## src/rtl/intr_host_pkg.sv

```systemverilog
// Shared types and default constants for the interrupt host master and its
// service sequencer.
package intr_host_pkg;

  localparam int INTR_ID_W      = 4;
  localparam int DEF_NUM_INTR   = 16;
  localparam int DEF_TIMEOUT    = 16;
  localparam int DEF_SVC_CYCLES = 4;

  typedef enum logic [1:0] {
    B_IDLE,
    B_SETUP,
    B_ACCESS,
    B_RESP
  } bus_state_e;

  typedef enum logic [1:0] {
    S_IDLE,
    S_BUSY,
    S_ACK,
    S_GAP
  } svc_state_e;

endpackage

```

## src/rtl/intr_svc_seq.sv

```systemverilog
// Interrupt-service handshake: capture an ID, stay busy for SVC_CYCLES+1
// cycles, pulse the acknowledge, then hold off one cycle before the next capture.
module intr_svc_seq
  import intr_host_pkg::*;
#(
  parameter int SVC_CYCLES = DEF_SVC_CYCLES
) (
  input  logic                 pclk_i,
  input  logic                 prst_i,
  input  logic                 intr_req_i,
  input  logic [INTR_ID_W-1:0] intr_to_service_i,
  output logic                 intr_serviced_o,
  output logic                 svc_active_o,
  output logic [INTR_ID_W-1:0] svc_id_o,
  output logic [15:0]          svc_count_o
);

  localparam int CNT_W = (SVC_CYCLES > 0) ? $clog2(SVC_CYCLES + 1) : 1;

  svc_state_e           svc_state, svc_next;
  logic [CNT_W-1:0]     svc_cnt, svc_cnt_d;
  logic [INTR_ID_W-1:0] svc_id_d;
  logic [15:0]          svc_count_d;
  logic                 intr_serviced_d;
  logic                 svc_active_d;

  // Countdown reaches 0 while busy, so the handler occupies SVC_CYCLES+1 cycles.
  always_comb begin
    svc_next    = svc_state;
    svc_cnt_d   = svc_cnt;
    svc_id_d    = svc_id_o;
    svc_count_d = svc_count_o;
    case (svc_state)
      S_IDLE: begin
        if (intr_req_i) begin
          svc_next  = S_BUSY;
          svc_cnt_d = CNT_W'(SVC_CYCLES);
          svc_id_d  = intr_to_service_i;
        end
      end
      S_BUSY: begin
        if (svc_cnt == '0) begin
          svc_next = S_ACK;
          if (svc_count_o != 16'hFFFF) svc_count_d = svc_count_o + 16'd1;
        end else begin
          svc_cnt_d = svc_cnt - CNT_W'(1);
        end
      end
      S_ACK:   svc_next = S_GAP;
      default: svc_next = S_IDLE;
    endcase
    intr_serviced_d = (svc_next == S_ACK);
    svc_active_d    = (svc_next == S_BUSY);
  end

  always_ff @(posedge pclk_i or posedge prst_i) begin
    if (prst_i) begin
      svc_state       <= S_IDLE;
      svc_cnt         <= '0;
      svc_id_o        <= '0;
      svc_count_o     <= '0;
      intr_serviced_o <= 1'b0;
      svc_active_o    <= 1'b0;
    end else begin
      svc_state       <= svc_next;
      svc_cnt         <= svc_cnt_d;
      svc_id_o        <= svc_id_d;
      svc_count_o     <= svc_count_d;
      intr_serviced_o <= intr_serviced_d;
      svc_active_o    <= svc_active_d;
    end
  end

endmodule

```

## src/rtl/intr_host_master.sv

```systemverilog
// Host-side master: turns valid/ready register commands into APB-style
// priority-register transfers and runs the interrupt-service handshake.
module intr_host_master
  import intr_host_pkg::*;
#(
  parameter int NUM_INTR   = DEF_NUM_INTR,
  parameter int ADDR_W     = 8,
  parameter int DATA_W     = 8,
  parameter int TIMEOUT    = DEF_TIMEOUT,
  parameter int SVC_CYCLES = DEF_SVC_CYCLES
) (
  input  logic                 pclk_i,
  input  logic                 prst_i,
  input  logic                 cmd_valid_i,
  output logic                 cmd_ready_o,
  input  logic                 cmd_write_i,
  input  logic [ADDR_W-1:0]    cmd_addr_i,
  input  logic [DATA_W-1:0]    cmd_wdata_i,
  output logic                 rsp_valid_o,
  output logic [DATA_W-1:0]    rsp_rdata_o,
  output logic                 rsp_error_o,
  output logic [ADDR_W-1:0]    paddr_o,
  output logic [DATA_W-1:0]    pwdata_o,
  output logic                 pwrite_o,
  output logic                 penable_o,
  input  logic [DATA_W-1:0]    prdata_i,
  input  logic                 pready_i,
  input  logic                 perror_i,
  input  logic                 intr_req_i,
  input  logic [INTR_ID_W-1:0] intr_to_service_i,
  output logic                 intr_serviced_o,
  output logic                 svc_active_o,
  output logic [INTR_ID_W-1:0] svc_id_o,
  output logic [15:0]          svc_count_o
);

  localparam int              TO_W       = $clog2(TIMEOUT + 1);
  localparam logic [ADDR_W:0] ADDR_LIMIT = (ADDR_W + 1)'(NUM_INTR);

  bus_state_e        bus_state, bus_next;
  logic [TO_W-1:0]   to_cnt, to_cnt_d;
  logic              cmd_ready_d, rsp_valid_d, rsp_error_d, pwrite_d, penable_d;
  logic [DATA_W-1:0] rsp_rdata_d, pwdata_d;
  logic [ADDR_W-1:0] paddr_d;

  // Every output is registered, so each one is derived from the next state.
  always_comb begin
    bus_next    = bus_state;
    to_cnt_d    = to_cnt;
    paddr_d     = paddr_o;
    pwdata_d    = pwdata_o;
    pwrite_d    = pwrite_o;
    rsp_error_d = 1'b0;
    rsp_rdata_d = '0;
    case (bus_state)
      B_IDLE: begin
        if (cmd_valid_i && cmd_ready_o) begin
          if ({1'b0, cmd_addr_i} >= ADDR_LIMIT) begin
            bus_next    = B_RESP;
            rsp_error_d = 1'b1;
          end else begin
            bus_next = B_SETUP;
            paddr_d  = cmd_addr_i;
            pwdata_d = cmd_wdata_i;
            pwrite_d = cmd_write_i;
          end
        end
      end
      B_SETUP: begin
        bus_next = B_ACCESS;
        to_cnt_d = '0;
      end
      B_ACCESS: begin
        if (pready_i) begin
          bus_next    = B_RESP;
          rsp_error_d = perror_i;
          if (!pwrite_o && !perror_i) rsp_rdata_d = prdata_i;
        end else if (to_cnt == TO_W'(TIMEOUT - 1)) begin
          bus_next    = B_RESP;
          rsp_error_d = 1'b1;
        end else begin
          to_cnt_d = to_cnt + TO_W'(1);
        end
      end
      default: bus_next = B_IDLE;
    endcase
    cmd_ready_d = (bus_next == B_IDLE);
    penable_d   = (bus_next == B_ACCESS);
    rsp_valid_d = (bus_next == B_RESP);
  end

  always_ff @(posedge pclk_i or posedge prst_i) begin
    if (prst_i) begin
      bus_state   <= B_IDLE;
      to_cnt      <= '0;
      cmd_ready_o <= 1'b0;
      rsp_valid_o <= 1'b0;
      rsp_rdata_o <= '0;
      rsp_error_o <= 1'b0;
      paddr_o     <= '0;
      pwdata_o    <= '0;
      pwrite_o    <= 1'b0;
      penable_o   <= 1'b0;
    end else begin
      bus_state   <= bus_next;
      to_cnt      <= to_cnt_d;
      cmd_ready_o <= cmd_ready_d;
      rsp_valid_o <= rsp_valid_d;
      rsp_rdata_o <= rsp_rdata_d;
      rsp_error_o <= rsp_error_d;
      paddr_o     <= paddr_d;
      pwdata_o    <= pwdata_d;
      pwrite_o    <= pwrite_d;
      penable_o   <= penable_d;
    end
  end

  intr_svc_seq #(
    .SVC_CYCLES(SVC_CYCLES)
  ) u_svc_seq (
    .pclk_i            (pclk_i),
    .prst_i            (prst_i),
    .intr_req_i        (intr_req_i),
    .intr_to_service_i (intr_to_service_i),
    .intr_serviced_o   (intr_serviced_o),
    .svc_active_o      (svc_active_o),
    .svc_id_o          (svc_id_o),
    .svc_count_o       (svc_count_o)
  );

endmodule

```

## config.mk

```make
export PLATFORM = sky130hd
export DESIGN_NAME = intr_host_master
export DESIGN_NICKNAME = d
export VERILOG_FILES = /design/src/rtl/intr_host_pkg.sv /design/src/rtl/intr_svc_seq.sv /design/src/rtl/intr_host_master.sv
export SDC_FILE = /design/constraint.sdc
export NUM_CORES = 1
export LEC_CHECK = 0
export BUFFER_PORTS_ARGS = -buffer_cell sky130_fd_sc_hd__buf_2
export CORE_MARGIN = 3
export CORE_UTILIZATION = 55
export DETAILED_ROUTE_END_ITERATION = 8
export PLACE_DENSITY = 0.85
export SYNTH_ARGS = -nofsm -noshare
export SYNTH_HDL_FRONTEND = slang
export SYNTH_SLANG_ARGS = --single-unit
```

## constraint.sdc

```tcl
create_clock -name pclk_i -period 5.3 [get_ports pclk_i]
set_clock_uncertainty 0.05 [all_clocks]
set_input_delay 1.06 -clock pclk_i [delete_from_list [all_inputs] [get_ports pclk_i]]
set_output_delay 1.06 -clock pclk_i [all_outputs]
set_load 0.01 [all_outputs]
```

# --- Word level (Yosys, flattened, before mapping) ---
# Index checks and enable logic that the tools add are counted.
totals:
  regBits: 63
  wordCells: 72
classes:
  n_addsub: 3
  magnitude_cmp: 1
  n_eq_ne: 14
  n_mux: 22
  bitwise: 1
  reduce_logical: 15
op_table:
  columns: ["cell", "count"]
  rows:
  - ["$mux 8", 3]
  - ["$add 16x1->16 const B", 1]
  - ["$ne 16x16->1 const B", 1]
  - ["$mux 2", 6]
  - ["$pmux 2 s3", 2]
  - ["$reduce_and 3->1", 4]
  - ["$eq 2x2->1 const B", 5]
  - ["$mux 5", 2]
  - ["$pmux 5 s2", 1]
  - ["$ge 8x5->1 const B", 1]
  - ["$ne 2x2->1 const B", 4]
  - ["$eq 2x1->1 const B", 3]
  - ["$logic_not 2->1", 3]
  - ["$mux 3", 2]
  - ["$pmux 3 s2", 1]
  - ["$add 5x1->5 const B", 1]
  - ["$eq 5x4->1 const B", 1]
  - ["$mux 1", 4]
  - ["$reduce_bool 2->1", 2]
  - ["$logic_not 3->1", 1]
  - ["$sub 3x1->3 const B", 1]
  - ["$logic_and 1x1->1", 2]
  - ["$logic_not 1->1", 2]
  - ["$pmux 1 s2", 1]
  - ["other kinds (2)", 2]

# --- Depth between registers and ports, before layout ---
logic_depth:
  ltp_word: 5
  ltp_mapped: 8

# --- Modules after synthesis ---
# A second synthesis with hierarchy kept.
unflattened:
  hier_cells: 234
  area_unflattened_um2: 2825.2
modules_own_cells:
  columns: ["mod", "n_inst", "cells_each", "area_per_inst_um2"]
  rows:
  - ["intr_host_master", 1, 120, 1524.0]
  - ["intr_svc_seq", 1, 114, 1301.2]

# --- Worst setup path before layout ---
# No wires, ideal clock.
synth_timing:
  path_type: "in2reg"
  from: "input cmd_addr_i[4]"
  to: "register paddr_o[0]"
  setup_time_ps: 127
  arrival_time_ps: 2060
  setup_slack_ps: 3063
  stages: 4
  n_path_buf: 1
  path_cell_list: "nor4_4 -> nand4_4 -> buf_6 -> mux2_1"
synth_between:
  elab_chain_cells: 3
synth_rtl:
  columns: ["item", "line", "source"]
  rows:
  - ["start: declaration", "intr_host_master.sv:17", "input logic [ADDR_W-1:0] cmd_addr_i,"]
  - ["$ge 8x5->1", "intr_host_master.sv:58", "if ({1'b0, cmd_addr_i} >= ADDR_LIMIT) begin"]
  - ["$not 1->1 (no line)", null, null]
  - ["$reduce_and 3->1 (no line)", null, null]
  - ["end signal: assignment", "intr_host_master.sv:111", "paddr_o <= paddr_d;"]
  - ["end: declaration", "intr_host_master.sv:22", "output logic [ADDR_W-1:0] paddr_o,"]
# Every way passes these cells.
# A chain may end at the register's enable or synchronous reset.

# --- Final worst setup path ---
layout_timing:
  from: "register u_svc_seq.svc_cnt[0]"
  to: "register u_svc_seq.svc_count_o[15]"
layout_between:
  elab_chain_cells: 2
layout_rtl:
  columns: ["item", "line", "source"]
  rows:
  - ["start: declaration", "intr_svc_seq.sv:21", "logic [CNT_W-1:0] svc_cnt, svc_cnt_d;"]
  - ["start signal: assignment", "intr_svc_seq.sv:66", "svc_cnt <= svc_cnt_d;"]
  - ["$logic_not 3->1", "intr_svc_seq.sv:42", "if (svc_cnt == '0) begin"]
  - ["$reduce_and 3->1 (no line)", null, null]
  - ["end signal: assignment", "intr_svc_seq.sv:68", "svc_count_o <= svc_count_d;"]
  - ["end: declaration", "intr_svc_seq.sv:15", "output logic [15:0] svc_count_o"]
# Every way passes these cells.

==> results.toml <==
[layout]
antennaDiodeCount = 0
final_nets = 361
synthToLayoutAreaGrowth_pct = 24.9
fill_cells = 349
fin_cells = 389
layout-drive-gt1-share_pct = 38.8

[grt]
grt.total_usage_pct = 20.0
grt_pass1_vias = 2068
grt_pass1_wl_um = 9460
grt_overflow = 0
grt_max_degree = 64
antenna_found_initial = 0

[floorplanning]
die_w_um = 77
ios = 86
die_h_um = 77
rows = 25
start_util_pct = 57.9
fp.coreArea_um2 = 4790
fp.dieArea_um2 = 5930

[yosys]
yosysWarnings = 0
synth_area_um2 = 2770
synth-seq-cells = 63
syn_area_per_cell_um2 = 12.4
synth-main-ff-cell = "dfrtp_1"
synth_top_area_share_pct = 56.9
synth.area.top_cells = "dfrtp_1 (57%), mux2_2 (4.9%), ha_1 (4.1%)"
async_flop_share_pct = 100
ys_types = 44
postSynthNetCount = 268
synthCells = 224
ys_seq_area_share_pct = 56.9
synth_top_area_cell = "dfrtp_1"
synth_edf_count = 0

[setup_path]
critPathLaunchType = "register"
path_depth = 6
max_stage_delay_ps = 580
crit_path_start = "u_svc_seq.svc_cnt[0]$_DFFE_PP0P_"
cp_cell_sequence = "inv_1 > ha_1 > nand4bb_1 > nor4_1 > nand4b_1 > xnor2_1"
crit_family = "simple AND/OR/NAND/NOR gates"
reg2reg_slack_ps = 3090
cp_max_fo = 9
crit_required_ps = 5480
rr_worst_depth = 6
crit_path_end_kind = "register"
r2r_start = "u_svc_seq.svc_cnt[0]$_DFFE_PP0P_"
criticalPathCategory = "reg2reg"
cp_slowest_cell = "nor4_1"
cp.arrival_ps = 2390
worst-path-buf-inv = 1

[place]
dp_hpwl_um = 4030
port_buffers = 85
globalplace.congestion = 0.777
dp.cells = 373

[clock_tree]
postCtsSetupBuffers = 0
insertion_delay_ps = 330
cts_root_buf = "clkbuf_8"
htree_levels = 3
numCtsBuffers = 9
postCtsHoldBufs = 0
cts_tree = "built"
cts_buffer_depth = 2
clk_pin_slew_ps = 70
cts.sinks = 63
cts_resized = 0

[route]
drcViolationCount = 0
detail-route-antenna-nets = 0
wl_per_cell_um = 14.1
first_pass_iters = 4
via_per_inst = 5.21
finalWirelength_um = 5470
num_vias = 2026
initialDrtViolationCount = 109

[timing]
setup_viol = 0
fin_tns_setup_ps = 0
holdWs_ps = 436
min_period_ps = 2210
hold_violations = 0
rsz0062_at_grt = "false"
slew_viol_final = 0
fin_crit_sh_pct = 41.7
worst_pin_slew_ps = 739
fmax_mhz = 452
slew_headroom_pct = 50.7

[power_and_ir_drop]
power_mw = 1.61
p_per_area_nw_per_um2 = 464
p_leak_nw = 1.83
ir_worst_vdd_v = 0.000234

[hold_path]
holdCritStartpoint = "pwdata_o[6]$_DFFE_PP0P_"
holdPathStages = 1
hp-class = "reg2reg"

[job]
max-cap-violations = 0

[status]
outcome = "complete, no violations"
power breakdown:
group	switching (mW)	internal (mW)	leakage, nW
registers	0.0990	0.603	0.835
logic	0.264	0.229	0.902
clock network	0.185	0.227	0.0981
total	0.548	1.06	1.83
sequential cells by signal (all words and copies together), names as in the netlist, 2 cells and up:
name and cells:
to_cnt 5, u_svc_seq.svc_cnt 3, paddr_o 8, u_svc_seq.svc_state 2
bus_state 2, rsp_rdata_o 8, u_svc_seq.svc_id_o 4, pwdata_o 8
u_svc_seq.svc_count_o 16
logic make-up (layout without fill, tap and decap cells):
family	count (synthesis)	in the layout	synth area share (%)
and+or+nand+nor	78	78	18.9
DFF	63	63	56.9
AOI/OAI and AO/OA	25	25	5.37
muxes	19	19	7.85
buffers and inverters	16	114	2.53
xor gates and xnor gates	14	14	4.42
adders and majority gates	9	9	4.06
through the flow:
| stage | util (%) | worst slack (ps) | cell area, um^2 |
|---|---|---|---|
| after global routing | 72.3 | 2870 | 3460 |
| after CTS | 72.3 | 3100 | 3460 |
| after global placement | 68.2 | 2860 | 3260 |
| after detailed placement | 68.2 | 2850 | 3260 |
| after floorplan | - | 2620 | 2770 |
| final | 72.3 | 3090 | 3460 |
metal layers:
layer  up-vias  GRT usage, %  part of all wire [%]
met5         -             0                     0
met2        64          34.0                    50
met3        10          5.40                   6.7
met1       986          23.7                    41
met4         0          9.43                   2.2
li1        966             -                     -
worst register-to-register path: stages (launching register included):
cell       delay, ps
dfrtp_1          370
inv_1            110
ha_1             200
nand4bb_1        430
nor4_1           590
nand4b_1         210
xnor2_1          160
Yosys cell counts, drive strengths merged (2+ instances only):
cell type and count:
ha 9, dfrtp 63, xnor2 7, and2 13, nor4 4, mux2 19
nand4 5, nand2 16, nor2 9, nand2b 3, nor4b 3, nand4b 2
and4bb 2, nand3 10, inv 12, and3 2, and4 2, xor2 7
a21oi 6, nor3 2, buf 3, o21ai 11
placed cells by master, fill, tap and decap left out, types with 2 or more instances in the layout:
master      Yosys  layout
nand4_1         3       3
mux2_2         12      12
a21oi_1         6       6
nand2b_1        3       3
o21ai_0        11      11
nor4b_1         2       2
nand4b_1        2       2
buf_2           2      85
nand2_1        16      16
ha_1            9       9
nor4_1          2       2
clkbuf_8        0      10
xnor2_1         7       7
xor2_1          7       7
and4bb_2        2       2
and3_1          2       2
dfrtp_1        63      63
nand4_4         2       2
nor4_4          2       2
inv_1          12      11
clkinv_2        0       3
nand3_1        10      10
nor2_1          7       7
mux2_1          6       6
nor3_1          2       2
and4_1          2       2
clkinvlp_4      0       2
and2_1         13      13
worst paths after layout:
path | end
max in group asynchronous | u_svc_seq.svc_cnt[1]$_DFFE_PP0P_
max | u_svc_seq.svc_count_o[15]$_DFFE_PP0P_
max reg2reg | u_svc_seq.svc_count_o[15]$_DFFE_PP0P_
min reg2reg | pwdata_o[6]$_DFFE_PP0P_
min | pwdata_o[6]$_DFFE_PP0P_
min in group asynchronous | u_svc_seq.svc_id_o[3]$_DFFE_PP0P_
layout make-up:
type	count	area, um^2	share of cell area [%]
multi-input combinational	145	1130	32.5
clock buffer	10	138	3.98
clock inverter	6	60.1	1.73
tap	67	83.8	2.42
inverter	12	45.0	1.30
timing repair buffer	86	433	12.5
sequential	63	1580	45.5
Note: power is estimated with default switching activity, not from simulation.
